--- config.mk ---
export PLATFORM = sky130hd
export DESIGN_NAME = async_fifo_write_arbiter
export DESIGN_NICKNAME = d
export VERILOG_FILES = /design/src/rtl/async_fifo_arb_pkg.sv /design/src/rtl/async_fifo_rr_picker.sv /design/src/rtl/async_fifo_write_arbiter.sv
export SDC_FILE = /design/constraint.sdc
export NUM_CORES = 1
export LEC_CHECK = 0
export ABC_CLOCK_PERIOD_IN_PS = 3300
export CELL_PAD_IN_SITES_DETAIL_PLACEMENT = 1
export CELL_PAD_IN_SITES_GLOBAL_PLACEMENT = 2
export CORE_ASPECT_RATIO = 1.4
export CORE_MARGIN = 10
export CORE_UTILIZATION = 20
export DETAILED_ROUTE_END_ITERATION = 6
export GPL_ROUTABILITY_DRIVEN = 1
export PLACE_DENSITY_LB_ADDON = 0.1
export SKIP_CTS_REPAIR_TIMING = 1
export SYNTH_ARGS = -nofsm -noshare
export SYNTH_HDL_FRONTEND = slang
export SYNTH_SLANG_ARGS = --single-unit
--- constraint.sdc ---
create_clock -name wclk -period 3.3 [get_ports wclk]
set_clock_uncertainty 0.15 [all_clocks]
set_input_delay 0.495 -clock wclk [delete_from_list [all_inputs] [get_ports wclk]]
set_output_delay 0.495 -clock wclk [all_outputs]
set_load 0.01 [all_outputs]
--- src/rtl/async_fifo_arb_pkg.sv ---
// ----------------------------------------------------------------------------
// async_fifo_arb_pkg
// Shared types and constants for the async FIFO write arbiter.
//   arb_state_e : arbiter FSM state (IDLE / BURST / STALL)
//   ARB_CNT_W   : width of each per-requester write statistics counter
// ----------------------------------------------------------------------------
package async_fifo_arb_pkg;

    typedef enum logic [1:0] {
        IDLE  = 2'd0,
        BURST = 2'd1,
        STALL = 2'd2
    } arb_state_e;

    localparam int ARB_CNT_W = 16;

endpackage

--- src/rtl/async_fifo_rr_picker.sv ---
// ----------------------------------------------------------------------------
// async_fifo_rr_picker
// Combinational round-robin search: scans req upward starting at ptr,
// wrapping past NREQ-1 back to 0, and reports the first set bit.
// Ports:
//   req   in  [NREQ-1:0]   request vector
//   ptr   in  [IDX_W-1:0]  index at which the search starts
//   valid out              at least one request is set
//   idx   out [IDX_W-1:0]  winning requester (0 when valid is low)
// ----------------------------------------------------------------------------
module async_fifo_rr_picker #(
    parameter int NREQ  = 4,
    parameter int IDX_W = $clog2(NREQ)
) (
    input  logic [NREQ-1:0]  req,
    input  logic [IDX_W-1:0] ptr,
    output logic             valid,
    output logic [IDX_W-1:0] idx
);

    logic [IDX_W-1:0] cand;

    // NOTE: every variable written in this block gets a default first, so no
    // path leaves it unassigned and no latch is inferred.
    always_comb begin
        valid = 1'b0;
        idx   = '0;
        cand  = '0;
        for (int k = 0; k < NREQ; k++) begin
            cand = IDX_W'((int'(ptr) + k) % NREQ);
            if (!valid && req[cand]) begin
                valid = 1'b1;
                idx   = cand;
            end
        end
    end

endmodule

--- src/rtl/async_fifo_write_arbiter.sv ---
// ----------------------------------------------------------------------------
// async_fifo_write_arbiter
// Round-robin arbiter that lets NREQ requesters share the write port of an
// async FIFO. A winner owns the port for up to BURST_LEN words; a full FIFO
// parks the burst in STALL, a withdrawn request ends it. The round-robin
// pointer moves to the requester after the owner whenever a burst ends.
//
// Optional feature: define ASYNC_FIFO_ARB_STATS_EN to add wr_count, one
// 16-bit saturating write counter per requester.
//
// Ports:
//   wclk      in   write-domain clock
//   wrst      in   synchronous active-high reset
//   req       in   [NREQ-1:0]        per-requester request, held until ack
//   req_data  in   [NREQ*DSIZE-1:0]  per-requester word, slice i for req[i]
//   ack       out  [NREQ-1:0]        one-hot: word of requester i written now
//   gnt       out  [NREQ-1:0]        one-hot current owner, zero in IDLE
//   winc      out                    FIFO write enable
//   wdata     out  [DSIZE-1:0]       FIFO write data (0 when winc is low)
//   wfull     in                     FIFO full flag
//   busy      out                    high in BURST or STALL
//   wr_count  out  [NREQ*16-1:0]     (stats build only) write counters
// ----------------------------------------------------------------------------
`ifndef DSIZE
`define DSIZE 8
`endif

module async_fifo_write_arbiter
    import async_fifo_arb_pkg::*;
#(
    parameter int NREQ      = 4,
    parameter int DSIZE     = `DSIZE,
    parameter int BURST_LEN = 4
) (
    input  logic                  wclk,
    input  logic                  wrst,
    input  logic [NREQ-1:0]       req,
    input  logic [NREQ*DSIZE-1:0] req_data,
    output logic [NREQ-1:0]       ack,
    output logic [NREQ-1:0]       gnt,
    output logic                  winc,
    output logic [DSIZE-1:0]      wdata,
    input  logic                  wfull,
    output logic                  busy
`ifdef ASYNC_FIFO_ARB_STATS_EN
    ,
    output logic [NREQ*ARB_CNT_W-1:0] wr_count
`endif
);

    localparam int IDX_W = $clog2(NREQ);
    localparam int CNT_W = (BURST_LEN > 1) ? $clog2(BURST_LEN) : 1;
    localparam logic [CNT_W-1:0] LAST_CNT = CNT_W'(BURST_LEN - 1);
    localparam logic [IDX_W-1:0] LAST_IDX = IDX_W'(NREQ - 1);

    arb_state_e       state_q, state_d;
    logic [IDX_W-1:0] owner_q, owner_d;
    logic [CNT_W-1:0] cnt_q,   cnt_d;
    logic [IDX_W-1:0] rr_ptr_q, rr_ptr_d;

    logic             pick_valid;
    logic [IDX_W-1:0] pick_idx;
    logic             owner_req;
    logic [IDX_W-1:0] after_owner;
    logic [DSIZE-1:0] data_arr [NREQ];

    for (genvar g = 0; g < NREQ; g++) begin : g_data
        assign data_arr[g] = req_data[g*DSIZE +: DSIZE];
    end

    assign owner_req   = req[owner_q];
    assign after_owner = (owner_q == LAST_IDX) ? '0 : owner_q + 1'b1;

    async_fifo_rr_picker #(
        .NREQ (NREQ),
        .IDX_W(IDX_W)
    ) u_picker (
        .req  (req),
        .ptr  (rr_ptr_q),
        .valid(pick_valid),
        .idx  (pick_idx)
    );

    // NOTE: sequential state uses non-blocking assignments so every register
    // samples the pre-edge values regardless of statement order.
    always_ff @(posedge wclk) begin
        if (wrst) begin
            state_q  <= IDLE;
            owner_q  <= '0;
            cnt_q    <= '0;
            rr_ptr_q <= '0;
        end else begin
            state_q  <= state_d;
            owner_q  <= owner_d;
            cnt_q    <= cnt_d;
            rr_ptr_q <= rr_ptr_d;
        end
    end

    always_comb begin
        state_d  = state_q;
        owner_d  = owner_q;
        cnt_d    = cnt_q;
        rr_ptr_d = rr_ptr_q;
        unique case (state_q)
            IDLE: begin
                if (pick_valid) begin
                    state_d = BURST;
                    owner_d = pick_idx;
                    cnt_d   = '0;
                end
            end
            BURST: begin
                if (!owner_req) begin
                    state_d  = IDLE;
                    rr_ptr_d = after_owner;
                end else if (wfull) begin
                    state_d = STALL;
                end else if (cnt_q == LAST_CNT) begin
                    // Final word of the burst: cnt is left as is, IDLE
                    // clears it on the next grant.
                    state_d  = IDLE;
                    rr_ptr_d = after_owner;
                end else begin
                    cnt_d = cnt_q + 1'b1;
                end
            end
            STALL: begin
                if (!owner_req) begin
                    state_d  = IDLE;
                    rr_ptr_d = after_owner;
                end else if (!wfull) begin
                    state_d = BURST;
                end
            end
            default: state_d = IDLE;
        endcase
    end

    // Outputs are forced quiet during reset so a burst interrupted by wrst
    // never writes in the reset cycle.
    always_comb begin
        winc  = 1'b0;
        wdata = '0;
        ack   = '0;
        gnt   = '0;
        busy  = 1'b0;
        if (!wrst && state_q != IDLE) begin
            busy         = 1'b1;
            gnt[owner_q] = 1'b1;
            if (state_q == BURST && owner_req && !wfull) begin
                winc         = 1'b1;
                ack[owner_q] = 1'b1;
                wdata        = data_arr[owner_q];
            end
        end
    end

`ifdef ASYNC_FIFO_ARB_STATS_EN
    logic [ARB_CNT_W-1:0] wr_cnt_q [NREQ];

    // NOTE: this small counter array is architectural state that software
    // reads, so it is cleared on reset; a data-storage memory would not be.
    always_ff @(posedge wclk) begin
        if (wrst) begin
            for (int i = 0; i < NREQ; i++) wr_cnt_q[i] <= '0;
        end else begin
            for (int i = 0; i < NREQ; i++) begin
                if (ack[i] && wr_cnt_q[i] != '1) wr_cnt_q[i] <= wr_cnt_q[i] + 1'b1;
            end
        end
    end

    for (genvar g = 0; g < NREQ; g++) begin : g_stats
        assign wr_count[g*ARB_CNT_W +: ARB_CNT_W] = wr_cnt_q[g];
    end
`endif

endmodule

==> results <==
-- critical path, delay by kind of cell --
family,cells,cell delay (ns)
AND/OR/NAND/NOR,2,0.40
buffers and inverters,2,1.01
multiplexers,1,0.50
-- synth_stat cells, drive strengths merged, types with 2 or more instances --
cell type / n / area [um^2]
and2: 4 / 25.0
a221oi: 2 / 17.5
nand2b: 3 / 18.8
inv: 7 / 26.3
ha: 5 / 62.6
clkbuf: 2 / 7.51
nor2: 4 / 15.0
dfxtp: 8 / 160
o21ai: 3 / 15.0
and3: 3 / 18.8
nand2: 4 / 17.5
a21oi: 5 / 25.0
nand3b: 4 / 30.0
nor2b: 9 / 56.3
mux2i: 2 / 20.0
mux4: 9 / 203
-- metrics by stage --
step                cells  area, um^2  hold slack (ns)  power [uW]
finish                191        1510            0.355         391
global route          191        1510            0.411         419
CTS                   191        1510            0.356         399
detailed placement    188        1470            0.343         275
global placement      188        1470            0.334         271
floorplan              86         825            0.316         188
-- cells by family after synthesis --
kind of cell               Yosys count
AOI/OAI and AO/OA                   15
xor gates and xnor gates             1
adders and majority gates            5
buffers and inverters               10
DFF                                  8
muxes                               11
and+or+nand+nor                     36
-- routing by layer --
| metal | vias up | GRT usage (%) | part of all wire (%) |
|---|---|---|---|
| li1 | 445 | - | - |
| met1 | 435 | 10.5 | 42 |
| met2 | 50 | 16.5 | 45 |
| met3 | 4 | 3.30 | 11 |
| met4 | 0 | 4.59 | 1.5 |
| met5 | - | 0 | 0 |
-- cells in the final DEF (no fill, tap or decap), types with 2 or more instances in the layout --
cell type | Yosys | routed
nand3b_1 | 4 | 4
o21ai_0 | 2 | 2
nand2_1 | 3 | 3
clkbuf_8 | 0 | 3
mux4_2 | 9 | 9
nor2b_1 | 9 | 9
dfxtp_1 | 8 | 8
and3_1 | 3 | 3
a221oi_1 | 2 | 2
nand2b_1 | 3 | 3
inv_1 | 7 | 7
clkdlybuf4s50_1 | 0 | 56
mux2i_1 | 2 | 2
and2_1 | 4 | 4
nor2_1 | 4 | 4
buf_4 | 0 | 6
ha_1 | 5 | 5
a21oi_1 | 5 | 5
-- power breakdown --
group | total, uW | switching, uW | internal (uW)
Clock | 121 | 41.5 | 79.3
Combinational | 158 | 58.2 | 100
Sequential | 112 | 8.17 | 104
Total | 391 | 108 | 283
-- worst min-delay path by stage --
stage / from / end / slack (ns) / depth (start not counted)
detailed placement: cnt_q[1] / cnt_q[1] / 0.34 / 2
global placement: cnt_q[1] / cnt_q[1] / 0.33 / 2
floorplan: cnt_q[1] / cnt_q[1] / 0.32 / 2
global route: cnt_q[1] / cnt_q[1] / 0.41 / 2
finish: cnt_q[0] / cnt_q[0] / 0.36 / 2
CTS: cnt_q[0] / cnt_q[0] / 0.36 / 2
-- flip-flops by register name, summed over array words and instances, names as in the netlist --
signal,cells
cnt_q,2
state_q,2
owner_q,2
rr_ptr_q,2
-- area by class of cell --
| cell class | instances | share of cell area, % |
|---|---|---|
| clock buffers | 3 | 2.73 |
| repair buffers | 62 | 40.0 |
| multi-input cells | 68 | 41.4 |
| flip-flops and latches | 8 | 10.6 |
| well taps | 43 | 3.56 |
| inverters | 7 | 1.74 |
==> run metrics <==
first-pass GRT wire length 5390 um; Final #Nets 194; worst reg2reg setup slack 1.38 ns; share of cells above drive strength 1 14.9%; Worst path slowest cell clkdlybuf4s50_1; die area 0.00713 mm^2; initial antenna violation count 0; max_slew headroom 49.8%; vias in the first global route 1032; Fin. Hold Viols 0; Routed Antenna Nets 0; crit-path max FO 9; max-cap viol count 0; clock insertion delay at the later pin of the skew report 0.23 ns; DRT Wirelength 3480 um; Core Util, Final 38.3%; FF-to-FF Start owner_q[0]; FFs w/ async S/R, synth 0%; FF/Latch Area roughly 160 um^2; Final WS setup 0.256 ns; via count 934; drt pass-1 iters 2; outcome finished, final reports clean; critical path data arrival time 2.40 ns; Mapped Nets 130; DRC violation count after routing 0; Setup Viol. Count Final 0; maximum operating frequency between 300 and 400 MHz; Post-synth top flop dfxtp_1; synth unique cells 30; Layout area overhead 83.5%; CTS Root Cell clkbuf_8; Core Region around 0.0040 mm^2; Post-Synth Simple-Gate Area 27.3%; CP Capture Point wdata[5]; R2R depth 5; Routed WL per cell roughly 18 um; Syn Inst Count 86; placement row count 27; clock buffer depth 2; die height 96.0 um; sequential share of the synthesized area about a fifth; maximum vdd drop between 0.15 and 0.2 mV; total power divided by cell area around 260 mW/mm^2; clock buffer count from CTS 3; GRT Util Overall 9.71%; Worst Setup End Kind output port; Slew Limit Fails 0; Leak 0.000555 uW; RSZ-0062 raised after global routing false; critical path startpoint req[0]; Vias/cell 4.89; largest net degree at the start of global routing 12; worst-margin pin slew 0.743 ns; Clock transition at path regs ~0.040 ns; FILL cells 478; setup TNS 0 ns; crit path cell chain clkdlybuf4s50_1, mux4_2, nand3b_1, nor2b_1, clkdlybuf4s50_1; htree depth 1; Crit Reg-Reg Endpoint rr_ptr_q[1]; Synth Area in XOR/XNOR 1.06%; GP Congestion ~0.72; most frequent CP cell clkdlybuf4s50_1; Sink Count 8; critical path class in -> out; hpwl dp around 3000 um; critical path's largest stage delay between 0.5 and 0.6 ns; fin crit period 3.04 ns; critical path launch point type input pin; syn_area_per_cell 9.59 um^2; Boundary Pins 57; number of synthesized flops with an enable pin 0; largest family of logic cells by synthesized area simple AND/OR/NAND/NOR gates; Post-Synth Adder-Cell Area 7.59%; #FFs+latches synth 8; HP Class reg -> reg; # port buffers 56; CTS tree done; multiplexer area fraction after synthesis 27.0%; GRT overflow 0; final worst-path cycle share 92.3%; Starting Density a little over a fifth; Ant. Diodes 0; CP required 2.65 ns; area occupied by multi-input gates 626 um^2; synth warn 0; Synth Area in Compound Gates 12.9%; die width 74.3 um; Iter 0 DRT Violations 20; Cell Area, Synth 825 um^2; worst slack at placement 0.244 ns
Power figures use the tool's default switching activity.
